--- src/rtl/cla_seq_pkg.sv ---
// Shared constants, FSM encoding and sizing helper for the multi-precision add sequencer.
package cla_seq_pkg;

  localparam int LIMB_W = 16;

  typedef enum logic [1:0] {
    IDLE = 2'd0,
    RUN  = 2'd1,
    DONE = 2'd2
  } state_t;

  // Limb index width: clog2(words), never narrower than one bit.
  function automatic int idx_width(input int words);
    if (words <= 1) begin
      return 1;
    end else begin
      return $clog2(words);
    end
  endfunction

endpackage

--- src/rtl/carry_look_ahead_16_4bit.sv ---
// 16-bit carry-look-ahead adder built from four 4-bit lookahead groups and a group-level lookahead.
// sum[16] is the carry out.
module carry_look_ahead_16_4bit
  import cla_seq_pkg::*;
(
  input  logic [LIMB_W-1:0] a,
  input  logic [LIMB_W-1:0] b,
  input  logic              cin,
  output logic [LIMB_W:0]   sum
);

  logic [LIMB_W-1:0] g_s;
  logic [LIMB_W-1:0] p_s;
  logic [LIMB_W-1:0] c_s;
  logic [3:0]        gg_s;
  logic [3:0]        gp_s;
  logic [3:0]        gc_s;
  logic              cout_s;

  assign g_s = a & b;
  assign p_s = a ^ b;

  for (genvar j = 0; j < 4; j++) begin : g_grp
    localparam int B = 4 * j;
    assign gg_s[j] = g_s[B+3]
                   | (p_s[B+3] & g_s[B+2])
                   | (p_s[B+3] & p_s[B+2] & g_s[B+1])
                   | (p_s[B+3] & p_s[B+2] & p_s[B+1] & g_s[B]);
    assign gp_s[j] = &p_s[B+3:B];

    // Bit carries inside a group come only from the group carry-in, never from each other.
    assign c_s[B]   = gc_s[j];
    assign c_s[B+1] = g_s[B] | (p_s[B] & gc_s[j]);
    assign c_s[B+2] = g_s[B+1] | (p_s[B+1] & g_s[B]) | (p_s[B+1] & p_s[B] & gc_s[j]);
    assign c_s[B+3] = g_s[B+2] | (p_s[B+2] & g_s[B+1]) | (p_s[B+2] & p_s[B+1] & g_s[B])
                    | (p_s[B+2] & p_s[B+1] & p_s[B] & gc_s[j]);
  end

  assign gc_s[0] = cin;
  assign gc_s[1] = gg_s[0] | (gp_s[0] & cin);
  assign gc_s[2] = gg_s[1] | (gp_s[1] & gg_s[0]) | (gp_s[1] & gp_s[0] & cin);
  assign gc_s[3] = gg_s[2] | (gp_s[2] & gg_s[1]) | (gp_s[2] & gp_s[1] & gg_s[0])
                 | (gp_s[2] & gp_s[1] & gp_s[0] & cin);
  assign cout_s  = gg_s[3] | (gp_s[3] & gg_s[2]) | (gp_s[3] & gp_s[2] & gg_s[1])
                 | (gp_s[3] & gp_s[2] & gp_s[1] & gg_s[0])
                 | (gp_s[3] & gp_s[2] & gp_s[1] & gp_s[0] & cin);

  assign sum = {cout_s, p_s ^ c_s};

endmodule

--- src/rtl/cla_mp_add_seq.sv ---
// Multi-precision adder: one 16-bit CLA reused across WORDS limbs, carry held in a register.
// Optional subtract path enabled by defining CLA_SEQ_SUB_EN.
module cla_mp_add_seq
  import cla_seq_pkg::*;
#(
  parameter int WORDS = 4
) (
  input  logic                    clk,
  input  logic                    rst,
  input  logic                    in_valid,
  output logic                    in_ready,
  input  logic [LIMB_W*WORDS-1:0] in_a,
  input  logic [LIMB_W*WORDS-1:0] in_b,
  input  logic                    in_cin,
`ifdef CLA_SEQ_SUB_EN
  input  logic                    in_sub,
`endif
  output logic                    out_valid,
  input  logic                    out_ready,
  output logic [LIMB_W*WORDS-1:0] out_sum,
  output logic                    out_cout,
  output logic                    out_ovf
);

  localparam int W     = LIMB_W * WORDS;
  localparam int IDX_W = idx_width(WORDS);

  state_t           state_r;
  logic [IDX_W-1:0] idx_r;
  logic             carry_r;
  logic [W-1:0]     a_sh_r;
  logic [W-1:0]     b_sh_r;
  logic [W-1:0]     beff_s;
  logic             cin_eff_s;
  logic [LIMB_W:0]  add_sum_s;
  logic             last_s;

`ifdef CLA_SEQ_SUB_EN
  assign beff_s    = in_sub ? ~in_b : in_b;
  assign cin_eff_s = in_sub ? 1'b1 : in_cin;
`else
  assign beff_s    = in_b;
  assign cin_eff_s = in_cin;
`endif

  // Operands are shifted down each limb, so the adder always sees the low limb.
  carry_look_ahead_16_4bit u_cla (
    .a   (a_sh_r[LIMB_W-1:0]),
    .b   (b_sh_r[LIMB_W-1:0]),
    .cin (carry_r),
    .sum (add_sum_s)
  );

  assign last_s    = (idx_r == IDX_W'(WORDS - 1));
  assign in_ready  = (state_r == IDLE);
  assign out_valid = (state_r == DONE);

  // Sequencer state, operand shift registers and registered results.
  always_ff @(posedge clk) begin
    if (rst) begin
      state_r  <= IDLE;
      idx_r    <= '0;
      carry_r  <= 1'b0;
      a_sh_r   <= '0;
      b_sh_r   <= '0;
      out_sum  <= '0;
      out_cout <= 1'b0;
      out_ovf  <= 1'b0;
    end else begin
      case (state_r)
        IDLE: begin
          if (in_valid) begin
            a_sh_r  <= in_a;
            b_sh_r  <= beff_s;
            carry_r <= cin_eff_s;
            idx_r   <= '0;
            state_r <= RUN;
          end
        end
        RUN: begin
          out_sum[idx_r*LIMB_W +: LIMB_W] <= add_sum_s[LIMB_W-1:0];
          carry_r <= add_sum_s[LIMB_W];
          a_sh_r  <= a_sh_r >> LIMB_W;
          b_sh_r  <= b_sh_r >> LIMB_W;
          if (last_s) begin
            // On the top limb the shift-register low bits hold the operand sign bits.
            out_cout <= add_sum_s[LIMB_W];
            out_ovf  <= (a_sh_r[LIMB_W-1] == b_sh_r[LIMB_W-1]) &&
                        (add_sum_s[LIMB_W-1] != a_sh_r[LIMB_W-1]);
            idx_r    <= '0;
            state_r  <= DONE;
          end else begin
            idx_r <= idx_r + IDX_W'(1);
          end
        end
        DONE: begin
          if (out_ready) begin
            state_r <= IDLE;
          end
        end
        default: begin
          state_r <= IDLE;
        end
      endcase
    end
  end

endmodule

--- config.mk ---
export PLATFORM = sky130hd
export DESIGN_NAME = cla_mp_add_seq
export DESIGN_NICKNAME = d
export VERILOG_FILES = /design/src/rtl/cla_seq_pkg.sv /design/src/rtl/carry_look_ahead_16_4bit.sv /design/src/rtl/cla_mp_add_seq.sv
export SDC_FILE = /design/constraint.sdc
export NUM_CORES = 1
export LEC_CHECK = 0
export ABC_AREA = 1
export BUFFER_PORTS_ARGS = -buffer_cell sky130_fd_sc_hd__clkbuf_2
export CORE_AREA = 8 8 140 155
export DETAILED_ROUTE_END_ITERATION = 6
export DIE_AREA = 0 0 148 163
export PLACE_DENSITY = 0.73
export SLEW_MARGIN = 20
export SYNTH_ARGS = -nofsm -noshare
export SYNTH_HDL_FRONTEND = slang
export SYNTH_SLANG_ARGS = --single-unit
--- constraint.sdc ---
create_clock -name clk -period 3.15 [get_ports clk]
set_input_delay 0.4725 -clock clk [delete_from_list [all_inputs] [get_ports clk]]
set_output_delay 0.4725 -clock clk [all_outputs]
set_load 0.005 [all_outputs]
### Word-level counts from Yosys, hierarchy flattened

Index checks and enable logic that the tools add are counted.
W data, S select, Z words.

* bitwise gates (word level): 121
* order comparisons: 0
* divide/modulo/power cells: 0
* add/subtract/negate cells: 2
* equality and inequality tests: 8
* reduce and logical (&&, ||, !) cells: 10
* $mul: 0
* multiplexer cells: 14
* shift-type cells: 2

Operators with widths (count)
* $pmux W64 S2: 2
* $mux W64: 2
* $and A1 B1 Y1: 72
* $bwmux W64: 1
* $shift A16 B34 Y64 const A: 1
* $shiftx A16 B34 Y64: 1
* $or A1 B1 Y1: 46
* $neg A6 Y34: 1
* $xor A16 B16 Y16: 2
* $and A16 B16 Y16: 1
* $reduce_and A4 Y1: 4
* $mux W2: 5
* $pmux W2 S3: 1
* $eq A2 B2 Y1 const B: 2
* $ne A2 B2 Y1 const B: 2
* $pmux W2 S2: 1
* $reduce_and A2 Y1: 2
* $reduce_and A3 Y1: 1
* $add A2 B1 Y2 const B: 1
* $eq A2 B1 Y1 const B: 1
* $logic_not A2 Y1: 1
* $ne A2 B1 Y1 const B: 1
* $pmux W1 S2: 1
* $reduce_bool A2 Y1: 1
* other kinds (4): 4

* flip-flop bits (word level): 199
* memory bits (read-only): 0
* logic and storage cells: 165
* memory bits (writable): 0
* bits in latches: 0
* memories kept: 0
* bits of input ports: 133
* output and inout bits: 68

### Depth between registers and ports, before layout

* depth after elaboration: 14
* depth in mapped cells: 13
* depth with buffers taken out: 13

### By module

Synthesis repeated with hierarchy kept, for this count alone.

* cells, all modules: 1311
* area, all modules: 9370.2 sq um

Modules (own cells, without submodules)
* cla_mp_add_seq: cells an instance 1192, sequential area each 3983.8 sq um, area each 8603.3 sq um, times used 1
* carry_look_ahead_16_4bit: cells an instance 119, sequential area each 0.0 sq um, area each 767.0 sq um, times used 1

### Least setup slack after synthesis

No wires, ideal clock.

* path kind: register -> register
* start: register a_sh_r[5]
* end: register out_sum[61]
* path slack: 1066 ps
* buffers on the path: 0
* clock period less this slack: 2084 ps
* data arrival time: 1956 ps
* setup time: 128 ps
* cell stages (with the launch flop): 13
* cells stage by stage: dfxtp_1 > ha_1 > nand2_1 > nand2_1 > nand2_1 > nand2_1 > a21oi_1 > nand2_2 > fa_1 > xnor2_1 > nor3_1 > a22oi_1 > nor2_1

* word-level cells in the longest chain between the ends: 13

Ends and longest elaborated chain
* from (decl): line cla_mp_add_seq.sv:31 `logic [W-1:0] a_sh_r;`
* from (signal assigned): line cla_mp_add_seq.sv:73 `a_sh_r <= in_a;`
* from (signal assigned): line cla_mp_add_seq.sv:83 `a_sh_r <= a_sh_r >> LIMB_W;`
* $and A16 B16 Y16 or $xor A16 B16 Y16 (tied branches): line carry_look_ahead_16_4bit.sv:20, carry_look_ahead_16_4bit.sv:21
* $and A1 B1 Y1, on equally long branches: line carry_look_ahead_16_4bit.sv:27, carry_look_ahead_16_4bit.sv:28
* $or A1 B1 Y1 or $and A1 B1 Y1 (tied branches): line carry_look_ahead_16_4bit.sv:27, carry_look_ahead_16_4bit.sv:28
* $or A1 B1 Y1: line carry_look_ahead_16_4bit.sv:28 `| (p_s[B+3] & p_s[B+2] & p_s[B+1] & g_s[B]);`
* $and A1 B1 Y1: line carry_look_ahead_16_4bit.sv:42 `assign gc_s[3] = gg_s[2] | (gp_s[2] & gg_s[1]) | (gp_s[2] & gp_s[1] & gg_s[0])`
* $or A1 B1 Y1 (2 in a row): line carry_look_ahead_16_4bit.sv:42
* $or A1 B1 Y1: line carry_look_ahead_16_4bit.sv:43 `| (gp_s[2] & gp_s[1] & gp_s[0] & cin);`
* $and A1 B1 Y1, on equally long branches: line carry_look_ahead_16_4bit.sv:33, carry_look_ahead_16_4bit.sv:34, carry_look_ahead_16_4bit.sv:36
* $or A1 B1 Y1, on equally long branches: line carry_look_ahead_16_4bit.sv:33, carry_look_ahead_16_4bit.sv:34, carry_look_ahead_16_4bit.sv:36
* $xor A16 B16 Y16 *: line carry_look_ahead_16_4bit.sv:48 `assign sum = {cout_s, p_s ^ c_s};`
* $shiftx A16 B34 Y64 *: line cla_mp_add_seq.sv:81 `out_sum[idx_r*LIMB_W +: LIMB_W] <= add_sum_s[LIMB_W-1:0];`
* $bwmux W64 *: line cla_mp_add_seq.sv:81
* to (signal, indexed assignment): line cla_mp_add_seq.sv:81
* to (decl): line cla_mp_add_seq.sv:20 `output logic [LIMB_W*WORDS-1:0] out_sum,`

Mark *: on every way between the ends. The rest lies on a longest branch, timed or not.
A chain may end at the register's enable or synchronous reset.

### Final worst setup path

* start: register idx_r[0]
* end: register out_sum[13]

* word-level cells in the longest chain between the ends: 3

Ends and longest elaborated chain
* from (decl): line cla_mp_add_seq.sv:29 `logic [IDX_W-1:0] idx_r;`
* from (signal assigned): line cla_mp_add_seq.sv:93 `idx_r <= idx_r + IDX_W'(1);`
* $neg A6 Y34 *: line cla_mp_add_seq.sv:81
* $shiftx A16 B34 Y64 or $shift A16 B34 Y64 (tied branches): line cla_mp_add_seq.sv:81
* $bwmux W64 *: line cla_mp_add_seq.sv:81

Marked as above.

==> flow_summary_export.csv <==
group,metric,value,unit
synth,syn_area_per_cell,7.994,um^2
worst_setup_path,cp_top_family,"simple AND/OR/NAND/NOR gates",
worst_setup_path,timing.critical_path.required,3.51,ns
placed_design,place_worst_setup_slack,0.6583,ns
floorplanning,rows,53,
floorplanning,dieHeight,163,um
synth,synthDistinctLibCells,35,
clock_tree,tritoncts_clock_tree,"done",
timing,max_freq,389.5,MHz
synth,cell_taking_the_most_area_after_synthesis,"sky130_fd_sc_hd__dfxtp_1",
final_layout,antenna_cells_inserted,0,
global_route,grt_remaining_overflow,0,
synth,synth_top_area_share,47.55,%
power_and_ir_drop,power_density_relative_to_cell_area,600.5,mW/mm^2
worst_setup_path,largest_fanout_on_the_critical_path,17,
floorplanning,initial_utilization,44.17,%
clock_tree,cts_made_buffers,17,
global_route,grt_pass1_vias,7643,
routing,total_wirelength,24410,um
routing,via_count,7949,
clock_tree,post_cts_gate_resize_count,0,
timing,number_of_endpoints_failing_setup_at_the_final_stage,0,
power_and_ir_drop,ir_drop,0.4052,mV
final_layout,drive_above_1_share,21.51,%
timing,tightest_slew,1.055,ns
clock_tree,cts-root-buf,"sky130_fd_sc_hd__clkbuf_16",
timing,postLayoutSetupSlackWorst,0.5828,ns
placed_design,placed_cell_area,0.009403,mm^2
worst_setup_path,setup.worst_path.end_class,"flip-flop",
synth,syn_inst,1048,
timing,clock_skew,0.01018,ns
worst_setup_path,crit_path_cell_trace,"inv_1 -> ha_1 -> nor4_4 -> inv_1 -> a2bb2oi_1 -> nor2_1",
routing,post_drt_antenna_nets,0,
clock_tree,hold_buffers,0,
clock_tree,clk_path_buf_depth,2,
global_route,grt_first_pass_wirelength,38810,um
synth,synth.yosys.warnings,0,
timing,rsz_0062_raised_after_global_routing,"no",
worst_setup_path,cell_seen_most_often_among_critical_path_stages,"sky130_fd_sc_hd__inv_1",
worst_setup_path,startpoint_type,"flip-flop",
timing,max_slew_margin,29.67,%
global_route,groute.usage.overall,19.78,%
worst_setup_path,worstPathBufferInverterCount,2,
floorplanning,die_width,148,um
clock_tree,path_clk_slew,0.07,ns
timing,final-max-slew-violation-count,0,
placed_design,detailed_place_hpwl,16990,um
routing,drc_errors_left,0,
timing,timing.final.hold_violations,0,
routing,router_iterations_before_antenna_repair,5,
global_route,antenna_violations_before_repair,0,
timing,min_period_over_period,81.50,%
global_route,largest_net_degree_at_the_start_of_global_routing,147,
final_layout,layout_common_cells,"sky130_fd_sc_hd__dfxtp_1, sky130_fd_sc_hd__clkbuf_2, sky130_fd_sc_hd__a21oi_1",
timing,layout_min_cycle_time,2.567,ns
floorplanning,ios,201,
synth,register_bit_total_from_synthesis,199,
flow_run,timing.max_cap.violations,0,
placed_design,place.gp.congestion,0.8708,
final_layout,area_delta_synth_final,19.13,%
outcome,outcome,"complete, no violations",
worst_setup_path,delay_of_the_slowest_cell_on_the_worst_path,0.71,ns
synth,synth_area_leaders,"sky130_fd_sc_hd__dfxtp_1, sky130_fd_sc_hd__a21oi_1, sky130_fd_sc_hd__nand2_1",
power_and_ir_drop,power.static_leakage,4.179,nW
synth,yosysSeqAreaShare,47.55,%
synth,post_synth_instance_area,0.008378,mm^2
worst_setup_path,worst-endpoint-arrival,2.93,ns
final_layout,final_area,0.009981,mm^2
worst_setup_path,setup.worst_path.class,"flip-flop to flip-flop",
final_layout,final.fill_count,1865,
routing,drt_first_iter_violations,602,
clock_tree,cts.repair_timing.setup_buffer_count,0,
floorplanning,placeableCoreArea,0.01897,mm^2
min_path,timing.hold.worst.class,"primary input to flip-flop",
routing,vias_per_cell,5.478,
final_layout,final_nets,1350,
final_layout,finish.utilization,52.63,%
routing,routedWlPerCell,16.82,um
clock_tree,h-tree-depth,4,
worst_setup_path,slowest_stage,"sky130_fd_sc_hd__dfxtp_1",
synth,syn-num-nets,1207,
clock_tree,clock_insertion_delay_worst_skew,0.43,ns
clock_tree,clock_sink_count,199,
floorplanning,dieArea,0.02412,mm^2
placed_design,port_buffers,200,
timing,final_total_negative_setup_slack,0,ns
==> final cells by class <==
cell class | count | area [um^2] | area share (%)
Timing Repair Buffer | 211 | 1099 | 11.01
Clock buffer | 18 | 439.2 | 4.400
Multi-Input combinational cell | 719 | 3849 | 38.56
Inverter | 43 | 162.7 | 1.630
Sequential cell | 199 | 3984 | 39.91
Clock inverter | 14 | 138.9 | 1.391
Tap cell | 247 | 309.0 | 3.096
==> routing by layer <==
| metal | global-route usage [%] | up-vias | wire length, um |
|---|---|---|---|
| met5 | 0 | - | 0 |
| met4 | 6.032 | 0 | 412 |
| met3 | 5.281 | 33 | 1860 |
| met2 | 31.87 | 274 | 11450 |
| met1 | 25.39 | 3651 | 10690 |
| li1 | - | 3991 | - |
==> cells in the mapped netlist <==
library cell / count
sky130_fd_sc_hd__dfxtp_1: 199
sky130_fd_sc_hd__a21oi_1: 189
sky130_fd_sc_hd__nand2_1: 165
sky130_fd_sc_hd__o22ai_1: 96
sky130_fd_sc_hd__o21ai_0: 94
sky130_fd_sc_hd__nand3_1: 55
sky130_fd_sc_hd__clkbuf_1: 45
sky130_fd_sc_hd__inv_1: 40
sky130_fd_sc_hd__buf_2: 31
sky130_fd_sc_hd__nor2_1: 27
sky130_fd_sc_hd__ha_1: 22
sky130_fd_sc_hd__nand4_1: 14
sky130_fd_sc_hd__a22oi_1: 11
sky130_fd_sc_hd__nor3_1: 7
sky130_fd_sc_hd__buf_1: 5
sky130_fd_sc_hd__buf_4: 5
sky130_fd_sc_hd__nand2_2: 5
sky130_fd_sc_hd__o21ai_1: 5
sky130_fd_sc_hd__a31oi_1: 4
sky130_fd_sc_hd__fa_1: 4
sky130_fd_sc_hd__nor2_2: 4
sky130_fd_sc_hd__inv_2: 3
sky130_fd_sc_hd__xnor2_1: 3
sky130_fd_sc_hd__a21o_1: 2
sky130_fd_sc_hd__a2bb2oi_1: 2
sky130_fd_sc_hd__o21bai_1: 2
sky130_fd_sc_hd__a221oi_1: 1
sky130_fd_sc_hd__a32oi_1: 1
sky130_fd_sc_hd__and2_1: 1
sky130_fd_sc_hd__and3_1: 1
sky130_fd_sc_hd__buf_6: 1
sky130_fd_sc_hd__nand3b_1: 1
sky130_fd_sc_hd__nor2_8: 1
sky130_fd_sc_hd__nor4_4: 1
sky130_fd_sc_hd__xor2_1: 1
==> state kept, by name, indices dropped and copies added, names as in the netlist <==
| register | cells |
|---|---|
| b_sh_r | 64 |
| out_sum | 64 |
| idx_r | 2 |
| carry_r | 1 |
| out_ovf | 1 |
| out_cout | 1 |
| a_sh_r | 64 |
| state_r | 2 |
==> worst paths after layout <==
check / slack [ns] / end / from / cells after the start
worst min-delay path: 0.29 / b_sh_r[52] / in_b[52] / 3
worst max register to register: 0.58 / out_sum[13] / idx_r[0] / 6
worst min register to register: 0.46 / b_sh_r[60] / b_sh_r[60] / 2
worst max-delay path: 0.58 / out_sum[13] / idx_r[0] / 6
==> where the power goes <==
group / switching [mW] / internal (mW) / total [mW]
Sequential: 0.113 / 2.70 / 2.82
Clock: 1.02 / 1.14 / 2.15
Combinational: 0.661 / 0.364 / 1.02
==> logic make-up (layout without fill, tap and decap cells) <==
kind of cell | count (synthesis) | count (layout) | share of synthesized area [%]
AO/OA/AOI/OAI | 407 | 407 | 26.43
AND/OR/NAND/NOR | 282 | 282 | 14.76
flip-flops | 199 | 199 | 47.55
buffers and inverters | 130 | 286 | 6.601
adder cells (fa/ha/maj) | 26 | 26 | 4.241
XOR/XNOR | 4 | 4 | 0.4182
==> tightest hold or removal path: stages <==
cell and delay (ns):
sky130_fd_sc_hd__clkbuf_2 0.08, sky130_fd_sc_hd__nand3_1 0.07, sky130_fd_sc_hd__a21oi_1 0.06
==> stage by stage <==
step | hold slack [ns] | total power [mW] | cells
after floorplan | 0.4395 | 3.553 | 1048
after global placement | 0.4483 | 3.866 | 1419
after detailed placement | 0.4549 | 3.883 | 1419
after CTS | 0.2720 | 6.023 | 1451
after global routing | 0.2881 | 6.270 | 1451
final | 0.2871 | 5.994 | 1451
(Power assumes the default switching activity.)
